<file path="config.mk">
export PLATFORM = sky130hd
export DESIGN_NAME = fp_operand_byte_loader_flat
export DESIGN_NICKNAME = d
export VERILOG_FILES = /design/src/rtl/fp_operand_byte_loader_if.sv /design/src/rtl/fp_operand_byte_loader.sv /design/src/flat_wrapper.sv
export SDC_FILE = /design/constraint.sdc
export NUM_CORES = 1
export LEC_CHECK = 0
export ABC_AREA = 1
export CORE_MARGIN = 2
export CORE_UTILIZATION = 47
export CTS_CLUSTER_DIAMETER = 40
export CTS_CLUSTER_SIZE = 25
export DETAILED_ROUTE_END_ITERATION = 16
export PLACE_DENSITY = 0.73
export RECOVER_POWER = 50
export SLEW_MARGIN = 10
export SYNTH_ARGS = -nofsm -noshare
export SYNTH_HDL_FRONTEND = slang
export SYNTH_SLANG_ARGS = --single-unit
</file>
<file path="constraint.sdc">
create_clock -name clk -period 1.7 [get_ports clk]
set_clock_uncertainty 0.2 [all_clocks]
set_input_delay 0.255 -clock clk [delete_from_list [all_inputs] [get_ports clk]]
set_output_delay 0.255 -clock clk [all_outputs]
set_load 0.03 [all_outputs]
</file>
<file path="src/rtl/fp_operand_byte_loader_if.sv">
// Operand-entry bus: button/switch inputs toward the loader and the
// committed operand pair plus entry status coming back out.
interface fp_operand_byte_loader_if #(
   parameter int OP_W = 32
);
   logic            btn;
   logic            clr;
   logic [7:0]      Din;
   logic [OP_W-1:0] FA;
   logic [OP_W-1:0] FB;
   logic [3:0]      byte_idx;
   logic            busy;
   logic            ready;
   logic            commit;

   // Side that presses the button and consumes the operands.
   modport master (
      output btn, clr, Din,
      input  FA, FB, byte_idx, busy, ready, commit
   );

   // The loader itself.
   modport slave (
      input  btn, clr, Din,
      output FA, FB, byte_idx, busy, ready, commit
   );
endinterface

</file>
<file path="src/rtl/fp_operand_byte_loader.sv">
// Byte-serial operand entry for the FP adder. Each button press captures one
// switch byte, MSB first, into shadow A then shadow B. Both operands are
// copied to FA/FB on the same edge as the final byte, so the combinational
// adder downstream only ever sees complete operand pairs.
module fp_operand_byte_loader #(
   parameter int BYTES_PER_OP = 4,
   parameter int SYNC_STAGES  = 2
) (
   input  logic                        clk,
   input  logic                        rst_n,
   fp_operand_byte_loader_if.slave     bus
);

   localparam int         OP_W       = 8 * BYTES_PER_OP;
   localparam logic [3:0] LAST_A_IDX = 4'(BYTES_PER_OP - 1);
   localparam logic [3:0] FIRST_B_IDX = 4'(BYTES_PER_OP);
   localparam logic [3:0] LAST_B_IDX = 4'(2 * BYTES_PER_OP - 1);

   typedef enum logic [1:0] {
      IDLE   = 2'd0,
      LOAD_A = 2'd1,
      LOAD_B = 2'd2,
      DONE   = 2'd3
   } state_t;

   // ------------------------------------------------------------------
   // Button synchroniser and rising-edge detector
   // ------------------------------------------------------------------
   logic [SYNC_STAGES-1:0] sync_q;
   logic                   prev_q;
   logic                   press;

   // Shift the asynchronous button level through the synchroniser, then
   // keep one more flop so a held button yields a single press.
   always_ff @(posedge clk or negedge rst_n) begin
      if (!rst_n) begin
         sync_q <= '0;
         prev_q <= 1'b0;
      end else begin
         sync_q <= {sync_q[SYNC_STAGES-2:0], bus.btn};
         prev_q <= sync_q[SYNC_STAGES-1];
      end
   end

   assign press = sync_q[SYNC_STAGES-1] & ~prev_q;

   // ------------------------------------------------------------------
   // Byte placement: byte k of an operand lands MSB first, i.e. k=0 is
   // the top byte. Only the addressed byte lane is replaced.
   // ------------------------------------------------------------------
   function automatic logic [OP_W-1:0] place_byte(
      input logic [OP_W-1:0] base,
      input logic [7:0]      b,
      input logic [3:0]      k
   );
      int              sh;
      logic [OP_W-1:0] mask;
      sh   = 8 * (BYTES_PER_OP - 1 - int'(k));
      mask = OP_W'(8'hFF) << sh;
      return (base & ~mask) | (OP_W'(b) << sh);
   endfunction

   // ------------------------------------------------------------------
   // Entry state machine and all registered outputs
   // ------------------------------------------------------------------
   state_t          state_q;
   logic [OP_W-1:0] sha_q;
   logic [OP_W-1:0] shb_q;
   logic [OP_W-1:0] fa_q;
   logic [OP_W-1:0] fb_q;
   logic [3:0]      idx_q;
   logic            busy_q;
   logic            ready_q;
   logic            commit_q;
   // Remembers that a pair has committed since reset, so an aborted
   // entry can fall back to DONE with ready restored.
   logic            had_pair_q;

   // Candidate shadow values for a capture this cycle. The first byte of
   // each operand starts from zero so stale bytes never leak through.
   logic [OP_W-1:0] sha_d;
   logic [OP_W-1:0] shb_d;
   logic [3:0]      b_idx;

   assign b_idx = idx_q - FIRST_B_IDX;

   // Shadow update values, selected by the FSM only when it captures.
   always_comb begin
      sha_d = place_byte((state_q == LOAD_A) ? sha_q : '0, bus.Din,
                         (state_q == LOAD_A) ? idx_q : 4'd0);
      shb_d = place_byte((idx_q == FIRST_B_IDX) ? '0 : shb_q, bus.Din, b_idx);
   end

   // Single registered FSM: captures, abort handling and the commit pulse.
   always_ff @(posedge clk or negedge rst_n) begin
      if (!rst_n) begin
         state_q    <= IDLE;
         sha_q      <= '0;
         shb_q      <= '0;
         fa_q       <= '0;
         fb_q       <= '0;
         idx_q      <= 4'd0;
         busy_q     <= 1'b0;
         ready_q    <= 1'b0;
         commit_q   <= 1'b0;
         had_pair_q <= 1'b0;
      end else begin
         commit_q <= 1'b0;
         case (state_q)
            IDLE, DONE: begin
               // Abort has no meaning outside an entry; a press starts one.
               if (press) begin
                  sha_q   <= sha_d;
                  idx_q   <= 4'd1;
                  busy_q  <= 1'b1;
                  ready_q <= 1'b0;
                  state_q <= (LAST_A_IDX == 4'd0) ? LOAD_B : LOAD_A;
               end
            end

            LOAD_A: begin
               if (bus.clr) begin
                  // Abort wins over a simultaneous press.
                  sha_q   <= '0;
                  shb_q   <= '0;
                  idx_q   <= 4'd0;
                  busy_q  <= 1'b0;
                  ready_q <= had_pair_q;
                  state_q <= had_pair_q ? DONE : IDLE;
               end else if (press) begin
                  sha_q <= sha_d;
                  idx_q <= idx_q + 4'd1;
                  if (idx_q == LAST_A_IDX) begin
                     state_q <= LOAD_B;
                  end
               end
            end

            LOAD_B: begin
               if (bus.clr) begin
                  sha_q   <= '0;
                  shb_q   <= '0;
                  idx_q   <= 4'd0;
                  busy_q  <= 1'b0;
                  ready_q <= had_pair_q;
                  state_q <= had_pair_q ? DONE : IDLE;
               end else if (press) begin
                  shb_q <= shb_d;
                  if (idx_q == LAST_B_IDX) begin
                     // Final byte: both operands commit on this edge.
                     fa_q       <= sha_q;
                     fb_q       <= shb_d;
                     commit_q   <= 1'b1;
                     ready_q    <= 1'b1;
                     had_pair_q <= 1'b1;
                     busy_q     <= 1'b0;
                     idx_q      <= 4'd0;
                     state_q    <= DONE;
                  end else begin
                     idx_q <= idx_q + 4'd1;
                  end
               end
            end

            default: begin
               state_q <= IDLE;
               busy_q  <= 1'b0;
               idx_q   <= 4'd0;
            end
         endcase
      end
   end

   assign bus.FA       = fa_q;
   assign bus.FB       = fb_q;
   assign bus.byte_idx = idx_q;
   assign bus.busy     = busy_q;
   assign bus.ready    = ready_q;
   assign bus.commit   = commit_q;

endmodule

</file>
<file path="src/flat_wrapper.sv">
// flat-port wrapper written by rule: the top's interface ports become plain ports
module fp_operand_byte_loader_flat 
#(
   parameter int BYTES_PER_OP = 4,
   parameter int SYNC_STAGES  = 2
)
  (clk, rst_n, bus_btn, bus_clr, bus_Din, bus_FA, bus_FB, bus_byte_idx, bus_busy, bus_ready, bus_commit);
  fp_operand_byte_loader_if #(.OP_W((8 * (4)))) bus_i ();
  input  logic clk;
  input  logic rst_n;
  input wire logic [$bits(bus_i.btn)-1:0] bus_btn;
  input wire logic [$bits(bus_i.clr)-1:0] bus_clr;
  input wire logic [$bits(bus_i.Din)-1:0] bus_Din;
  output wire logic [$bits(bus_i.FA)-1:0] bus_FA;
  output wire logic [$bits(bus_i.FB)-1:0] bus_FB;
  output wire logic [$bits(bus_i.byte_idx)-1:0] bus_byte_idx;
  output wire logic [$bits(bus_i.busy)-1:0] bus_busy;
  output wire logic [$bits(bus_i.ready)-1:0] bus_ready;
  output wire logic [$bits(bus_i.commit)-1:0] bus_commit;
  assign bus_i.btn = bus_btn;
  assign bus_i.clr = bus_clr;
  assign bus_i.Din = bus_Din;
  assign bus_FA = bus_i.FA;
  assign bus_FB = bus_i.FB;
  assign bus_byte_idx = bus_i.byte_idx;
  assign bus_busy = bus_i.busy;
  assign bus_ready = bus_i.ready;
  assign bus_commit = bus_i.commit;
  fp_operand_byte_loader #(.BYTES_PER_OP(BYTES_PER_OP), .SYNC_STAGES(SYNC_STAGES)) u_core (.clk(clk), .rst_n(rst_n), .bus(bus_i));
endmodule
</file>
# Word level (Yosys, flattened, before mapping)
# Cells that the tools add are included.
# totals
wordCells	92
ff_bits	141
input_bits	12
# classes
n_addsub	4
n_bitwise	9
n_reduce_logical	8
n_shift	4
eq_ne	13
muxes	42
# op_table
cell	n
$mux 32	7
$pmux 32 s3	1
$and 32x32->32	2
$not 32->32	2
$or 32x32->32	2
$pmux 32 s2	1
$shl 8x32->32	2
$shl 8x32->32 const A	2
$mux 4	7
$mux 2	8
$mux 1	14
$pmux 4 s3	1
$sub 2x4->5 const A	2
$ne 3x2->1 const B	3
$eq 4x3->1 const B	2
$reduce_and 4->1	2
$pmux 1 s3	2
$pmux 2 s3	1
$reduce_and 3->1	2
$reduce_and 5->1	1
$add 4x1->4 const B	1
$eq 2x2->1 const B	2
$eq 4x2->1 const B	1
$ne 2x2->1 const B	2
9 further kinds	10

# Longest topological paths before layout
# logic_depth
ltp_word	10
mapped_depth	11

# Least setup slack after synthesis
# No wires, ideal clock.
# synth_timing
path_kind	reg-to-reg
start	register u_core.idx_q[1], in the netlist u_core.bus.byte_idx[1]
end	register u_core.fb_q[4], in the netlist u_core.bus.FB[4]
setup_time_ps	117
path_buffers	2
path_stages_with_launch	10
required_time_ps	1383
slack_ps	-221
arrival_ps	1604
cell_sequence	dfrtp_1 > inv_1 > clkbuf_1 > ha_1 > nand2_2 > buf_4 > nand3_1 > o21ai_2 > nand2_1 > nand2_1
# synth_via
elab_chain_len	6
word_cells_on_any_way	11
classes_between	add/sub: 2; eq/ne: 2; shift: 2; mux: 1; bitwise: 3; reduce/logical: 1
# synth_lines
element	line	source
start, declared	fp_operand_byte_loader.sv:71	logic [3:0] idx_q;
start signal, assigned	fp_operand_byte_loader.sv:132	idx_q <= idx_q + 4'd1;
start signal, assigned	fp_operand_byte_loader.sv:160	idx_q <= idx_q + 4'd1;
$sub 4x3->4	fp_operand_byte_loader.sv:85	assign b_idx = idx_q - FIRST_B_IDX;
$sub 2x4->5	fp_operand_byte_loader.sv:58	sh = 8 * (BYTES_PER_OP - 1 - int'(k));
$shl 8x32->32	fp_operand_byte_loader.sv:59	mask = OP_W'(8'hFF) << sh;
$not 32->32	fp_operand_byte_loader.sv:60	return (base & ~mask) | (OP_W'(b) << sh);
$and 32x32->32	fp_operand_byte_loader.sv:60	
$or 32x32->32	fp_operand_byte_loader.sv:60	
end signal, assigned	fp_operand_byte_loader.sv:101	fb_q <= '0;
end signal, assigned	fp_operand_byte_loader.sv:152	fb_q <= shb_d;
end, declared	fp_operand_byte_loader.sv:70	logic [OP_W-1:0] fb_q;
# Parallel ways exist; a longest one is shown, timed or not.
# A chain may end at the register's enable or synchronous reset.

# Final worst setup path
# layout_timing
start	register u_core.state_q[0]
end	register u_core.shb_q[7]
# layout_via
elab_chain_len	3
word_cells_on_any_way	7
classes_between	eq/ne: 4; mux: 1; reduce/logical: 2
# layout_lines
element	line	source
start, declared	fp_operand_byte_loader.sv:66	state_t state_q;
start signal, assigned	fp_operand_byte_loader.sv:117	state_q <= (LAST_A_IDX == 4'd0) ? LOAD_B : LOAD_A;
start signal, assigned	fp_operand_byte_loader.sv:129	state_q <= had_pair_q ? DONE : IDLE;
start signal, assigned	fp_operand_byte_loader.sv:146	state_q <= had_pair_q ? DONE : IDLE;
$eq 2x2->1 or $eq 2x1->1 (tied branches)	fp_operand_byte_loader.sv:109	case (state_q)
$ne 3x2->1 (no line) (tied with other cells)	--	
$reduce_and 3->1 (no line)	--	
end signal, assigned	fp_operand_byte_loader.sv:99	shb_q <= '0;
end signal, assigned	fp_operand_byte_loader.sv:125	shb_q <= '0;
end signal, assigned	fp_operand_byte_loader.sv:142	shb_q <= '0;
end, declared	fp_operand_byte_loader.sv:68	logic [OP_W-1:0] shb_q;
# Parallel ways exist; a longest one is shown, timed or not.

==> reports/metrics.cfg <==
[status]
status=complete, but fails checks
violations=setup timing

[sta]
rsz0062_at_grt=true
setup_viol=136
maxSlewHeadroom=0.2677
drv_slew=0
finalCriticalPeriod_ns=1.878
layout_setup_ws_ns=-0.1777
tns_ns=-14.14
finalHoldViolCount=0
finalCritPeriodShare=1.105
holdWs_ns=0.1696
worstMarginPinSlew_ns=1.098
clock.fmax_ghz=0.5326

[finish]
diodes=0
stdcell_area_mm2=0.009683
fin_cells=1146
final_util=0.7341
syn_to_final_growth_pct=53.61
nNetsFinal=975
layout-drive-gt1-share=0.3381

[drt]
routed_wl_um=21030
vias=6220
wl_per_cell_um=18.35
antenna_left=0
drtIter0Drc=585
drc=0
drtPass1Iterations=5
via_per_inst=5.428

[synthesis]
yosys_warnings=0
synth_flop_cell=dfrtp_1
synth_edf_count=0
yosysUniqueCellTypes=24
async_flop_share=1.000
syn_inst=799
yosysSeqAreaShare=0.5597
postSynthAreaPerCell_um2=7.889
syn_nets=815
synth_area_mm2=0.006304
yosys_register_bits=141

[power_and_ir_drop]
p_per_area_mw_per_mm2=1169
clkPwrFrac=0.337
pwr-share-seq=0.336
p_leak_nw=5.864
intPower_w=0.007399
p_sw_w=0.003917
comb_power_share=0.327
switching_share=0.3461
vdd_drop_max_mv=0.7534

[grt]
grt_pass1_vias=6236
grt_util_all_layers=0.2947
grt_start_max_net_pins=42
grt_first_pass_wirelength_um=32420
antenna_found_initial=0
gr-total-overflow=0

[cts]
cts_buffer_depth=2
clock_latency_ns=0.42
clk_pin_slew_worst_paths_ns=0.06
cts_tree=done
cts_buffers=17
clockRootBuffer=clkbuf_16
htree_num_levels=4
cts.sinks=141

[critical_path]
cp_max_fo=8
cp-start-kind=flop
critPathRequiredTime_ns=1.81
critical_path_class=reg2reg
worstSetupEndpointType=flop
worst_ep_arrival_time_ns=1.99

[floorplan]
io_pins=83
die-width_um=119.8
die_h_um=119.8
core_area_mm2=0.01319
rows=42
start_util=0.4779
dieArea_mm2=0.01435

[worst_hold_path]
hold_path_class=reg2reg

[placement]
placedCellCount=1080
hpwl_um=10890
gp_congestion=0.9560
dpl-instance-area_mm2=0.007730
port_buffers=82

[run]
max-cap-violations=0

cells in the final DEF (no fill, tap or decap), types with 13 or more instances in the layout:
cell	Yosys	layout
inv_1	17	13
nor2_1	19	13
dfrtp_1	141	138
nand3_1	74	71
nand2_1	473	317
buf_16	0	13
clkbuf_16	0	18
nand2_2	5	109
nand2_4	1	53
buf_12	0	14
dlygate4sd2_1	0	66
buf_4	11	44
critical path: stages, from the launching register on:
cell,delay (ns)
dfrtp_1,0.41
buf_6,0.13
ha_4,0.17
buf_6,0.13
nor2_4,0.12
buf_6,0.12
o22ai_4,0.09
buf_6,0.15
buf_12,0.15
nand2_4,0.06
nand2_2,0.05
worst paths after layout:
kind                       slack [ns]               from                to  depth (start not counted)
setup reg to reg                -0.18  u_core.state_q[0]   u_core.shb_q[7]                         10
hold / removal                   0.17   u_core.sync_q[0]  u_core.sync_q[1]                          0
min in group asynchronous        0.40              rst_n  u_core.sha_q[10]                          2
hold reg to reg                  0.17   u_core.sync_q[0]  u_core.sync_q[1]                          0
setup / recovery                -0.18  u_core.state_q[0]   u_core.shb_q[7]                         10
max in group asynchronous        0.12              rst_n  u_core.sha_q[29]                          3
state kept, by name, summed over array words and instances, names as in the netlist:
signal,cells
u_core.prev_q,1
u_core.shb_q,32
u_core.sync_q,2
u_core.bus.FB,32
u_core.bus.commit,1
u_core.bus.byte_idx,4
u_core.state_q,2
u_core.bus.busy,1
u_core.bus.FA,32
u_core.had_pair_q,1
u_core.bus.ready,1
u_core.sha_q,32
power by group through the flow:
stage / logic (W) / clock network, W / registers [W]
after global placement: 0.00245 / 0 / 0.00381
after CTS: 0.00337 / 0.00379 / 0.00375
final: 0.00370 / 0.00381 / 0.00380
after global routing: 0.00393 / 0.00399 / 0.00382
after detailed placement: 0.00248 / 0 / 0.00380
after floorplan: 0.00131 / 0 / 0.00386
kinds of logic (layout without fill, tap and decap cells):
logic type / Yosys count / count (layout) / synth area share
buf+inv: 54 / 225 / 0.04248
flops: 141 / 141 / 0.5597
compound gates: 18 / 18 / 0.01906
fa+ha+maj: 4 / 4 / 0.007940
simple gates: 582 / 582 / 0.3708
metrics by stage:
stage | setup WS, ns | power [W]
floorplan | -0.009467 | 0.005175
global placement | -0.2278 | 0.006254
detailed placement | -0.3051 | 0.006282
CTS | -0.1573 | 0.01091
global route | -0.2281 | 0.01174
finish | -0.1777 | 0.01132
synth_stat cells (2+ instances only):
cell type | count | area share
clkbuf_1 | 3 | 0.0018
ha_1 | 4 | 0.0079
nand2_2 | 5 | 0.0050
buf_4 | 11 | 0.013
inv_1 | 17 | 0.010
nor2_4 | 2 | 0.0036
nor2_2 | 5 | 0.0050
nand3_1 | 74 | 0.059
dfrtp_1 | 141 | 0.56
buf_2 | 13 | 0.010
nor2_1 | 19 | 0.011
o21ai_1 | 2 | 0.0016
o21ai_2 | 7 | 0.0097
a21oi_1 | 4 | 0.0032
nand2_1 | 473 | 0.28
o21ai_0 | 3 | 0.0024
inv_2 | 9 | 0.0054
per-layer routing:
layer  vias up  global-route usage  share of wire
li1       2806                   -              -
met1      3031              0.3568           0.39
met2       311              0.4996           0.50
met3        72             0.05846          0.061
met4         0              0.1522          0.046
met5         -                   0              0
final cells by class:
cell class | instances | area, µm²
Multi-Input combinational cell | 604 | 3303
Clock inverter | 10 | 140.1
Fill cell | 923 | 3507
Tap cell | 176 | 220.2
Clock buffer | 20 | 456.7
Timing Repair Buffer | 169 | 1918
Inverter | 26 | 112.6
Sequential cell | 141 | 3532
repair_timing:
action                                 CTS  global route
pin swaps                               54            80
setup endpoints to repair              203           138
setup buffers                           27             2
gates cloned                            13             1
resized for setup                      196           152
hold buffers                             1             0
endpoints found under the hold margin  141             0
No activity file was read; power rests on OpenSTA's default activity.
